<file path="src/rtl/decimal_entry_to_binary_if.sv">
// Entry-side bus of decimal_entry_to_binary: digit/commit/clear strobes in, BCD buffer and result out.
// master drives the strobes (keypad logic / bench); slave is the converter. dbg_state mirrors the FSM.
interface decimal_entry_to_binary_if #(
  parameter int NUM_DIGITS = 4,
  parameter int OUT_W      = 16
);
  logic                    digit_valid;
  logic [3:0]              digit;
  logic                    commit;
  logic                    clear;
  logic [4*NUM_DIGITS-1:0] bcd;
  logic [2:0]              digit_count;
  logic                    entry_full;
  logic                    busy;
  logic [OUT_W-1:0]        value;
  logic                    value_valid;
  logic                    range_err;
  logic [1:0]              dbg_state;

  // Strobes are single-cycle and unacknowledged: a strobe the converter cannot
  // use in that cycle is dropped, never held or queued; value_valid/range_err
  // are single-cycle pulses with no ready back-pressure.
  modport master (
    output digit_valid, digit, commit, clear,
    input  bcd, digit_count, entry_full, busy, value, value_valid, range_err, dbg_state
  );

  modport slave (
    input  digit_valid, digit, commit, clear,
    output bcd, digit_count, entry_full, busy, value, value_valid, range_err, dbg_state
  );
endinterface

</file>
<file path="src/rtl/decimal_entry_to_binary.sv">
// Operator decimal entry: BCD digits shift in at the ones position; commit runs a multiply-by-10-and-add
// FSM yielding a clamped binary value. Optional backspace (code 4'hA) via DECIMAL_ENTRY_BACKSPACE_EN.
module decimal_entry_to_binary #(
  parameter int NUM_DIGITS = 4,
  parameter int OUT_W      = 16,
  parameter int MAX_VALUE  = 2000
) (
  input  logic                      clk,
  input  logic                      rst,
  decimal_entry_to_binary_if.slave  bus
);
  localparam int BCD_W = 4 * NUM_DIGITS;
  localparam int ACC_W = $clog2(10 ** NUM_DIGITS);
  localparam int IDX_W = (NUM_DIGITS > 1) ? $clog2(NUM_DIGITS) : 1;

  typedef enum logic [1:0] {
    S_IDLE    = 2'd0,
    S_CONVERT = 2'd1,
    S_DONE    = 2'd2
  } state_t;

  state_t           r_state;
  logic [BCD_W-1:0] r_bcd;
  logic [2:0]       r_count;
  logic [ACC_W-1:0] r_acc;
  logic [IDX_W-1:0] r_idx;
  logic [OUT_W-1:0] r_value;
  logic             r_value_valid;
  logic             r_range_err;

  logic             w_full;
  logic             w_digit_ok;
  logic [3:0]       w_cur_digit;
  logic [ACC_W-1:0] w_acc_next;
  logic             w_clamp;

  always_comb begin
    w_full      = (r_count == 3'(NUM_DIGITS));
    w_digit_ok  = (bus.digit <= 4'd9);
    w_cur_digit = r_bcd[{r_idx, 2'b00} +: 4];
    w_acc_next  = (r_acc * ACC_W'(10)) + ACC_W'(w_cur_digit);
    w_clamp     = (32'(r_acc) > 32'(MAX_VALUE));
  end

  always_ff @(posedge clk) begin
    if (rst) begin
      r_state       <= S_IDLE;
      r_bcd         <= '0;
      r_count       <= '0;
      r_acc         <= '0;
      r_idx         <= '0;
      r_value       <= '0;
      r_value_valid <= 1'b0;
      r_range_err   <= 1'b0;
    end else begin
      r_value_valid <= 1'b0;
      r_range_err   <= 1'b0;
      case (r_state)
        S_IDLE: begin
          if (bus.clear) begin
            r_bcd   <= '0;
            r_count <= '0;
          end else if (bus.commit) begin
            r_state <= S_CONVERT;
            r_acc   <= '0;
            r_idx   <= IDX_W'(NUM_DIGITS - 1);
`ifdef DECIMAL_ENTRY_BACKSPACE_EN
          end else if (bus.digit_valid && bus.digit == 4'hA) begin
            // Backspace works even on a full buffer; on an empty one it is a no-op.
            if (r_count != 3'd0) begin
              r_bcd   <= r_bcd >> 4;
              r_count <= r_count - 3'd1;
            end
`endif
          end else if (bus.digit_valid && w_digit_ok && !w_full) begin
            r_bcd   <= (r_bcd << 4) | BCD_W'(bus.digit);
            r_count <= r_count + 3'd1;
          end
        end
        S_CONVERT: begin
          if (bus.clear) begin
            // Abort: the previous result stays published.
            r_state <= S_IDLE;
            r_bcd   <= '0;
            r_count <= '0;
          end else begin
            // Most significant digit first; unused high digits are zero.
            r_acc <= w_acc_next;
            if (r_idx == '0) r_state <= S_DONE;
            else             r_idx   <= r_idx - IDX_W'(1);
          end
        end
        S_DONE: begin
          r_value       <= w_clamp ? OUT_W'(MAX_VALUE) : OUT_W'(r_acc);
          r_value_valid <= 1'b1;
          r_range_err   <= w_clamp;
          r_bcd         <= '0;
          r_count       <= '0;
          r_state       <= S_IDLE;
        end
        default: r_state <= S_IDLE;
      endcase
    end
  end

  assign bus.bcd         = r_bcd;
  assign bus.digit_count = r_count;
  assign bus.entry_full  = w_full;
  assign bus.busy        = (r_state != S_IDLE);
  assign bus.value       = r_value;
  assign bus.value_valid = r_value_valid;
  assign bus.range_err   = r_range_err;
  assign bus.dbg_state   = r_state;
endmodule

</file>
<file path="src/flat_wrapper.sv">
// flat-port wrapper written by rule: the top's interface ports become plain ports
module decimal_entry_to_binary_flat 
#(
  parameter int NUM_DIGITS = 4,
  parameter int OUT_W      = 16,
  parameter int MAX_VALUE  = 2000
)
  (clk, rst, bus_digit_valid, bus_digit, bus_commit, bus_clear, bus_bcd, bus_digit_count, bus_entry_full, bus_busy, bus_value, bus_value_valid, bus_range_err, bus_dbg_state);
  decimal_entry_to_binary_if #(.NUM_DIGITS(NUM_DIGITS), .OUT_W(OUT_W)) bus_i ();
  input  logic clk;
  input  logic rst;
  input wire logic [$bits(bus_i.digit_valid)-1:0] bus_digit_valid;
  input wire logic [$bits(bus_i.digit)-1:0] bus_digit;
  input wire logic [$bits(bus_i.commit)-1:0] bus_commit;
  input wire logic [$bits(bus_i.clear)-1:0] bus_clear;
  output wire logic [$bits(bus_i.bcd)-1:0] bus_bcd;
  output wire logic [$bits(bus_i.digit_count)-1:0] bus_digit_count;
  output wire logic [$bits(bus_i.entry_full)-1:0] bus_entry_full;
  output wire logic [$bits(bus_i.busy)-1:0] bus_busy;
  output wire logic [$bits(bus_i.value)-1:0] bus_value;
  output wire logic [$bits(bus_i.value_valid)-1:0] bus_value_valid;
  output wire logic [$bits(bus_i.range_err)-1:0] bus_range_err;
  output wire logic [$bits(bus_i.dbg_state)-1:0] bus_dbg_state;
  assign bus_i.digit_valid = bus_digit_valid;
  assign bus_i.digit = bus_digit;
  assign bus_i.commit = bus_commit;
  assign bus_i.clear = bus_clear;
  assign bus_bcd = bus_i.bcd;
  assign bus_digit_count = bus_i.digit_count;
  assign bus_entry_full = bus_i.entry_full;
  assign bus_busy = bus_i.busy;
  assign bus_value = bus_i.value;
  assign bus_value_valid = bus_i.value_valid;
  assign bus_range_err = bus_i.range_err;
  assign bus_dbg_state = bus_i.dbg_state;
  decimal_entry_to_binary #(.NUM_DIGITS(NUM_DIGITS), .OUT_W(OUT_W), .MAX_VALUE(MAX_VALUE)) u_core (.clk(clk), .rst(rst), .bus(bus_i));
endmodule
</file>
<file path="config.mk">
export PLATFORM = sky130hd
export DESIGN_NAME = decimal_entry_to_binary_flat
export DESIGN_NICKNAME = d
export VERILOG_FILES = /design/src/rtl/decimal_entry_to_binary_if.sv /design/src/rtl/decimal_entry_to_binary.sv /design/src/flat_wrapper.sv
export SDC_FILE = /design/constraint.sdc
export NUM_CORES = 1
export LEC_CHECK = 0
export CAP_MARGIN = 0
export CORE_MARGIN = 8
export CORE_UTILIZATION = 30
export DETAILED_ROUTE_END_ITERATION = 10
export PLACE_DENSITY = 0.47
export SETUP_SLACK_MARGIN = 0.4
export SKIP_CTS_REPAIR_TIMING = 1
export SYNTH_ARGS = -nofsm -noshare
export SYNTH_HDL_FRONTEND = slang
export SYNTH_SLANG_ARGS = --single-unit
</file>
<file path="constraint.sdc">
create_clock -name clk -period 3.35 [get_ports clk]
set_clock_uncertainty 0.15 [all_clocks]
set_input_delay 0.335 -clock clk [delete_from_list [all_inputs] [get_ports clk]]
set_output_delay 0.335 -clock clk [all_outputs]
set_load 0.03 [all_outputs]
</file>
==> impl_metrics.py, run 1 <==
metrics = {
    "layout": {
        "fill_cells": 1035,
        "layout-drive-gt1-share": 0.1042,
        "syn2layout_area_growth_pct": 26.95,
        "fin_cells": 517,
        "insertedDiodeCount": 0,
        "final_nets": 423,
    },
    "hold_path": {
        "hold_class": "reg -> reg",
        "whs_path_depth": 1,
    },
    "floorplanning": {
        "dieArea_sq_um": 13450,
        "die_h_microns": 116.0,
        "dieWidth_microns": 116.0,
        "start_util": 0.3083,
        "core_area_sq_um": 9729,
        "num_io_pins": 50,
        "num_rows": 36,
    },
    "logic_synthesis": {
        "synth_cell_types": 57,
        "syn_area_per_cell_sq_um": 8.899,
        "ys_seq_area_frac": 0.3538,
        "synth_top_area_frac": 0.3538,
        "yosys-top-cells-area": "dfxtp_1 (35%), ha_1 (12%), a21oi_1 (5.0%)",
        "synth_cells": 337,
        "yosys.area.top_type": "dfxtp_1",
        "synth_common_cells": "dfxtp_1 (53), nor2_1 (36), a21oi_1 (30)",
        "synth-edff-count": 0,
        "yosysWarnings": 0,
        "synthFlopType": "dfxtp_1",
        "synth.most_common_cell": "dfxtp_1",
        "syn_area_sq_um": 2999,
        "ys_seq_elements": 53,
        "synthArstFlopShare": 0,
    },
    "drt": {
        "vias": 2492,
        "dr.first_iter.drc_count": 72,
        "route.detailed.drc": 0,
        "ant_nets": 0,
        "routed_wl_microns": 7645,
        "post_drt_wl_per_cell_microns": 14.79,
        "drt_first_pass_iters": 4,
        "post_drt_via_cell_ratio": 4.820,
    },
    "critical_path": {
        "end_kind": "flop",
        "crit_family": "adder cells",
        "crit_slowest_cell": "dfxtp_4",
        "cp_cell_sequence": "ha_4 -> ha_4 -> fa_2 -> a21o_1 -> a221oi_4 -> xnor2_2 -> nor3b_2 -> or2b_1 -> xnor2_1 -> a22o_1",
        "critical_path_depth": 10,
        "cp-start-kind": "flop",
        "critPathRequiredTime_ps": 3400,
        "critical_path_buf_inv_count": 0,
        "crit_path_max_fanout": 6,
        "worstSetupPathType": "reg -> reg",
        "slowest_delay_ps": 410,
        "cp.arrival_ps": 2990,
        "reg2regPathDepth": 10,
        "path_common_cell": "ha_4",
    },
    "timing": {
        "fmax_mhz": 340.0,
        "period_share": 0.8779,
        "tightest_slew_ps": 956.9,
        "fin_ws_ps": 409.0,
        "fin_crit_ps": 2941,
        "final-hold-violation-count": 0,
        "finalMaxSlewViolations": 0,
        "fin_tns_setup_ps": 0,
        "relSlewSlack": 0.3455,
        "rsz0062_at_grt": "yes",
        "setup_viol": 0,
    },
    "global_route": {
        "grt_max_degree": 22,
        "antenna_found_initial": 0,
        "grt_pass1_vias": 2498,
        "grt_pass1_wl_microns": 12220,
        "grt_util_all_layers": 0.1120,
        "overflow": 0,
    },
    "placement": {
        "gp_congestion": 0.8325,
        "place_ws_ps": 171.1,
        "dpl.hpwl_microns": 5675,
        "portBuffers": 47,
        "dp.cells": 507,
    },
    "pwr": {
        "ir_drop_uv": 150.5,
        "powerDensity_nw_per_um2": 334.7,
        "p_leak_nw": 1.540,
    },
    "outcome": {
        "status": "finished, final reports clean",
    },
    "clocking": {
        "clockBufferDepth": 2,
        "clk_pin_slew_ps": 100,
        "cts.sinks": 53,
        "cts_buffers": 5,
        "root_buffer": "clkbuf_8",
        "cts.htree.levels": 2,
        "clock_latency_ps": 300,
        "cts_tree": "yes",
    },
    "flow_run": {
        "cap_violations": 0,
    },
}
==> where the power goes <==
| part | internal, mW | switching (mW) |
|---|---|---|
| clock network | 0.244 | 0.210 |
| logic | 0.0622 | 0.104 |
| registers | 0.640 | 0.0150 |
| total | 0.946 | 0.328 |
==> state kept, by name, indices dropped and copies added (netlist names) <==
signal                  cells
u_core.r_idx                2
u_core.bus.dbg_state        2
u_core.r_acc               14
u_core.bus.range_err        1
u_core.bus.value           14
u_core.bus.value_valid      1
u_core.bus.digit_count      3
u_core.bus.bcd             16
==> cell families (layout without fill, tap and decap cells) <==
kind of cell / Yosys count / count (layout) / share of synthesized area
AO/OA/AOI/OAI: 70 / 70 / 0.1560
flip-flops: 53 / 53 / 0.3538
AND/OR/NAND/NOR: 133 / 133 / 0.2261
multiplexers: 6 / 6 / 0.03671
XOR/XNOR: 18 / 18 / 0.05257
other: 1 / 2 / 0.001250
adder cells (fa/ha/maj): 31 / 31 / 0.1343
buffers and inverters: 25 / 71 / 0.03921
==> final timing paths <==
kind | from | to | slack [ps]
min reg2reg | u_core.bus.value[13] | u_core.bus.value[13] | 320
max reg2reg | u_core.r_acc[1] | u_core.r_acc[11] | 410
max | u_core.r_acc[1] | u_core.r_acc[11] | 410
min | u_core.bus.value[13] | u_core.bus.value[13] | 320
==> per-layer routing <==
layer | vias to the layer above | global-route usage | part of all wire
li1 | 1288 | - | -
met1 | 1151 | 0.1415 | 0.48
met2 | 49 | 0.1811 | 0.45
met3 | 4 | 0.03804 | 0.067
met4 | 0 | 0.02161 | 0.0047
met5 | - | 0 | 0
==> final cells by class <==
type / count / area (sq um) / share of cell area
multi-input combinational: 260 / 1891 / 0.4965
sequential: 53 / 1074 / 0.2820
timing repair buffer: 55 / 530.5 / 0.1393
tap: 133 / 166.4 / 0.04371
clock buffer: 7 / 86.33 / 0.02268
clock inverter: 1 / 30.03 / 0.007887
inverter: 8 / 30.03 / 0.007887
==> cell usage in the layout (no fill, tap or decap), types with 2 or more instances in the layout <==
master	count
a21oi_1	30
clkbuf_8	6
nor3_1	12
buf_4	8
or3_1	2
nand2_1	27
nor2b_1	4
dfxtp_4	3
a22oi_1	8
nand2b_1	2
o21bai_1	2
a21o_1	4
nor2_1	36
xnor2_1	9
and2_1	5
and3_2	2
nand3_1	22
ha_1	27
o21ai_0	6
mux4_2	4
clkdlybuf4s50_1	47
ha_4	2
mux2i_1	2
inv_1	8
and3_1	4
conb_1	2
a22o_1	7
xor2_1	8
dfxtp_1	49
==> stage by stage <==
step                      utilization  hold slack [ps]  power [mW]  cell area (sq um)
final                          0.3913            317.6       1.274               3807
after global routing           0.3913            346.7       1.327               3807
after CTS                      0.3817            321.8       1.293               3714
after detailed placement       0.3697            298.0      0.8384               3597
after global placement         0.3697            291.8      0.8364               3597
after floorplan                     -            299.9      0.7773               3003
Power figures use the tool's default switching activity.
==> inputs of run 2 (changes only) <==
Settings changed: PLACE_DENSITY 0.47 to 0.49.
Clock period 3.35 ns to 2.5 ns, I/O delays scaled along.
==> run 2 against run 1 <==
Compared with the run above: the flow now finishes with violations (negative setup slack); fmax up 4.0%; sequential power rose by 33%; total power increased by 31%; worst setup slack got worse by 740 ps; critical path depth is 2 higher; wire length increased by 16%; clock-buffer cell count down 2; via count grew 14%; final cell count is 13% higher; sequential cell count is the same; clock power is 8.1% higher; critical path type unchanged; critical endpoint is now u_core.r_acc[13]; largest cell class unchanged.
==> impl_metrics.py, run 2 (synthesis results as in run 1) <==
metrics = {
    "pwr": {
        "p_int_mw": 1.193,
        "p_total_mw": 1.673,
        "clockPowerShare": 0.293,
        "power.switching_mw": 0.4805,
        "switching_share": 0.2872,
        "p_leak_nw": 1.922,
        "power_frac_comb": 0.186,
        "powerDensity_nw_per_um2": 357.2,
        "power_frac_seq": 0.520,
        "ir_drop_uv": 251.6,
    },
    "critical_path": {
        "crit_slowest_cell": "dfxtp_2",
        "crit_path_max_fanout": 2,
        "critical_path_buf_inv_count": 2,
        "cp.arrival_ps": 2880,
        "r2r-start": "u_core.r_acc[3]",
        "critPathRequiredTime_ps": 2550,
        "cp-start-kind": "flop",
        "end_kind": "flop",
        "cp_cell_sequence": "ha_4 -> ha_4 -> fa_2 -> a21o_1 -> a221oi_4 -> buf_4 -> nor3_2 -> a311oi_1 -> buf_4 -> nor4b_4 -> xnor2_1 -> a22o_1",
        "critPathLaunch": "u_core.r_acc[3]",
        "crit_family": "compound AO/OA/AOI/OAI gates",
        "worstSetupPathType": "reg -> reg",
        "slowest_delay_ps": 350,
    },
    "drt": {
        "route.detailed.drc": 0,
        "dr.first_iter.drc_count": 119,
        "vias": 2849,
        "drt_first_pass_iters": 4,
        "post_drt_wl_per_cell_microns": 15.21,
        "routed_wl_microns": 8865,
        "ant_nets": 0,
        "post_drt_via_cell_ratio": 4.887,
    },
    "clocking": {
        "cts_tree": "yes",
        "cts_buffers": 5,
        "cts.sinks": 53,
        "root_buffer": "clkbuf_8",
        "clk_pin_slew_ps": 100,
        "cts.htree.levels": 2,
        "clock_latency_ps": 300,
        "clockBufferDepth": 2,
    },
    "global_route": {
        "grt_pass1_wl_microns": 13700,
        "antenna_found_initial": 0,
        "use_met3": 0.02710,
        "grt_util_all_layers": 0.1270,
        "met1_usage": 0.1623,
        "grt_max_degree": 28,
        "grtUsageMet2": 0.2104,
        "overflow": 0,
        "busiest_layer": "met2",
        "grt_pass1_vias": 2796,
    },
    "layout": {
        "final_cell_mix": "buf_4 (66), clkdlybuf4s50_1 (45), dfxtp_1 (41), nor2_1 (34), nand2_1 (27)",
        "layout-drive-gt1-share": 0.3489,
        "final_area_sq_um": 4683,
        "final_core_util": 0.4814,
        "final_nets": 489,
        "insertedDiodeCount": 0,
        "largest_reg_flops": 16,
        "layout_commonest_cell": "buf_4",
        "fin_cells": 583,
        "syn2layout_area_growth_pct": 56.15,
    },
    "outcome": {
        "violations": "negative setup slack",
        "status": "complete, but fails checks",
    },
    "hold_path": {
        "min-delay-start": "u_core.bus.value[11]",
        "hold_class": "reg -> reg",
    },
    "floorplanning": {
        "core_area_sq_um": 9729,
        "dieArea_sq_um": 13450,
        "start_util": 0.3083,
        "num_io_pins": 50,
        "dieWidth_microns": 116.0,
        "die_h_microns": 116.0,
        "num_rows": 36,
    },
    "flow_run": {
        "cap_violations": 0,
    },
    "placement": {
        "dp.cells": 563,
        "gp_congestion": 0.7885,
        "dpl-instance-area_sq_um": 4096,
        "portBuffers": 47,
        "dpl.hpwl_microns": 6403,
    },
    "timing": {
        "final-hold-violation-count": 0,
        "finalMaxSlewViolations": 0,
        "setup_viol": 6,
        "tightest_slew_ps": 561.2,
        "fin_crit_ps": 2828,
        "period_share": 1.131,
        "fin_ws_ps": -328.4,
        "relSlewSlack": 0.6245,
        "fmax_mhz": 353.6,
        "rsz0062_at_grt": "yes",
        "fin_tns_setup_ps": -1173,
    },
}
-- run 2: power groups by stage --
stage          sequential, mW  combinational (mW)  clock, mW
3_3_place_gp            0.891               0.261          0
5_1_grt                 0.873               0.340      0.551
6_report                0.870               0.312      0.491
2_1_floorplan           0.913               0.134          0
4_1_cts                 0.872               0.263      0.518
3_5_place_dp            0.892               0.262          0
-- run 2: final timing paths --
path                          end  slack, ps  depth (start not counted)
min reg2reg  u_core.bus.value[11]        320                          1
max              u_core.r_acc[13]       -330                         12
max reg2reg      u_core.r_acc[13]       -330                         12
min          u_core.bus.value[11]        320                          1
-- run 2: final cells by class --
cell class / instances / area [sq um]
Fill cell: 961 / 5046
Inverter: 8 / 30.03
Timing Repair Buffer: 121 / 1097
Clock buffer: 5 / 68.82
Tap cell: 133 / 166.4
Sequential cell: 53 / 1089
Multi-Input combinational cell: 260 / 2215
Clock inverter: 3 / 17.52
-- run 2: per-layer routing --
metal	part of all wire	up-vias
met5	0	-
met4	0.011	0
met3	0.037	6
met2	0.49	42
met1	0.46	1372
li1	-	1429
-- run 2: stage by stage --
step                      setup WS, ps  hold WS [ps]
after floorplan                 -263.5         251.9
after global placement          -288.0         292.1
after detailed placement        -309.3         293.5
after CTS                       -340.1         324.1
after global routing            -413.9         337.7
final                           -328.4         317.9
==> inputs of run 3 (changes only) <==
Settings changed: CTS_BUF_LIST set to sky130_fd_sc_hd__clkbuf_4.
==> run 3 against run 2 <==
Compared with the run above: the run still ends with negative setup slack left; critical path depth rose by 1; worst hold slack worse by 48 ps; sequential power about the same; global-route usage about the same; via count up 0.98%; total power is 4.5% lower; final cell count up 0.69%; final area grew 0.99%; non-clock buffer count rose by 4; combinational power up 4%.
==> impl_metrics.py, run 3 (synthesis results as in run 1) <==
metrics = {
    "timing": {
        "fmax_mhz": 354.0,
        "final-hold-violation-count": 0,
        "relSlewSlack": 0.6388,
        "period_share": 1.130,
        "tightest_slew_ps": 539.8,
        "fin_ws_ps": -324.7,
        "fin_crit_ps": 2825,
        "whs_ps": 269.6,
        "setup_viol": 6,
        "rsz0062_at_grt": "yes",
        "finalMaxSlewViolations": 0,
    },
    "global_route": {
        "grt_max_degree": 28,
        "grt_pass1_vias": 2770,
        "antenna_found_initial": 0,
        "grt_pass1_wl_microns": 13700,
        "grt_util_all_layers": 0.1272,
        "overflow": 0,
    },
    "critical_path": {
        "cp-start-kind": "flop",
        "worstSetupPathType": "reg -> reg",
        "reg2regPathDepth": 13,
        "end_kind": "flop",
        "path_common_cell": "buf_4",
        "crit_slowest_cell": "dfxtp_2",
        "critPathRequiredTime_ps": 2650,
        "cp.arrival_ps": 2980,
        "cp_cell_sequence": "ha_4 -> ha_4 -> fa_2 -> a21o_1 -> a221oi_4 -> buf_4 -> nor3_2 -> a311oi_1 -> buf_4 -> buf_4 -> buf_6 -> xnor2_2 -> o21ai_1",
        "slowest_delay_ps": 370,
        "crit_path_max_fanout": 2,
    },
    "layout": {
        "final_nets": 493,
        "final_cell_mix": "buf_4 (69), clkdlybuf4s50_1 (45), dfxtp_1 (41), nor2_1 (34), nand2_1 (27)",
        "layout_commonest_cell": "buf_4",
        "syn2layout_area_growth_pct": 57.70,
        "layout-drive-gt1-share": 0.3722,
        "largest_reg_flops": 16,
        "insertedDiodeCount": 0,
        "final_area_sq_um": 4730,
    },
    "placement": {
        "portBuffers": 47,
        "dpl.hpwl_microns": 6403,
        "dpl-instance-area_sq_um": 4096,
        "gp_congestion": 0.7885,
        "place_ws_ps": -309.3,
    },
    "hold_path": {
        "hold_class": "in -> reg",
        "whs_path_depth": 3,
    },
    "clocking": {
        "clk_pin_slew_ps": 160,
        "cts_tree": "yes",
        "clockBufferDepth": 2,
        "clock_latency_ps": 390,
        "root_buffer": "clkbuf_4",
        "cts_buffers": 5,
        "cts.sinks": 53,
        "cts.htree.levels": 2,
    },
    "floorplanning": {
        "core_area_sq_um": 9729,
        "die_h_microns": 116.0,
        "num_rows": 36,
        "dieArea_sq_um": 13450,
        "start_util": 0.3083,
        "num_io_pins": 50,
        "dieWidth_microns": 116.0,
    },
    "outcome": {
        "violations": "negative setup slack",
        "status": "complete, but fails checks",
    },
    "drt": {
        "drt_first_pass_iters": 4,
        "route.detailed.drc": 0,
        "dr.first_iter.drc_count": 105,
        "routed_wl_microns": 9013,
        "vias": 2877,
        "ant_nets": 0,
        "post_drt_via_cell_ratio": 4.901,
        "post_drt_wl_per_cell_microns": 15.35,
    },
    "flow_run": {
        "cap_violations": 0,
    },
    "pwr": {
        "p_leak_nw": 1.939,
        "powerDensity_nw_per_um2": 337.8,
        "ir_drop_uv": 220.5,
    },
}
==> run 3: per-layer routing <==
| metal | part of all wire | GRT usage | up-vias | routed length, microns |
|---|---|---|---|---|
| met4 | 0.0085 | 0.02939 | 0 | 77 |
| met5 | 0 | 0 | - | 0 |
| met1 | 0.46 | 0.1632 | 1383 | 4129 |
| met3 | 0.046 | 0.03179 | 6 | 411 |
| li1 | - | - | 1439 | - |
| met2 | 0.49 | 0.2089 | 49 | 4394 |
==> run 3: power by group <==
part	switching [mW]	internal, mW	leakage (nW)
Clock	0.295	0.107	0.0310
Combinational	0.177	0.148	1.47
Sequential	0.0145	0.857	0.436
Total	0.486	1.11	1.94
==> run 3: cell type report <==
class                   count  area, sq um
clock buffers               5        37.54
clock inverters             3        17.52
fillers                   953         5000
inverters                   8        32.53
multi-input cells         260         2253
flip-flops and latches     53         1091
well taps                 133        166.4
repair buffers            125         1131
==> run 3: path summary, 6_finish.rpt <==
path	from	slack, ps	end
worst max-delay path	u_core.r_acc[3]	-320	u_core.r_acc[12]
worst min-delay path	bus_digit[0]	270	u_core.bus.bcd[0]
worst min register to register	u_core.bus.value[11]	330	u_core.bus.value[11]
worst max register to register	u_core.r_acc[3]	-320	u_core.r_acc[12]
==> run 3: critical path, delay by kind of cell (launching register included) <==
| kind | cells | cell delay, ps |
|---|---|---|
| buffers and inverters | 4 | 540 |
| XOR/XNOR | 1 | 100 |
| flip-flops | 1 | 370 |
| AO/OA/AOI/OAI | 4 | 820 |
| AND/OR/NAND/NOR | 1 | 40 |
| adder cells (fa/ha/maj) | 3 | 740 |
==> run 3: metrics by stage <==
step	std cells	utilization	setup TNS (ps)	total power [mW]
final	587	0.4861	-1228	1.598
after global placement	563	0.4210	-1282	1.152
after CTS	571	0.4267	-1759	1.560
after floorplan	338	-	-619.6	1.047
after detailed placement	563	0.4210	-1505	1.153
after global routing	587	0.4861	-1785	1.683
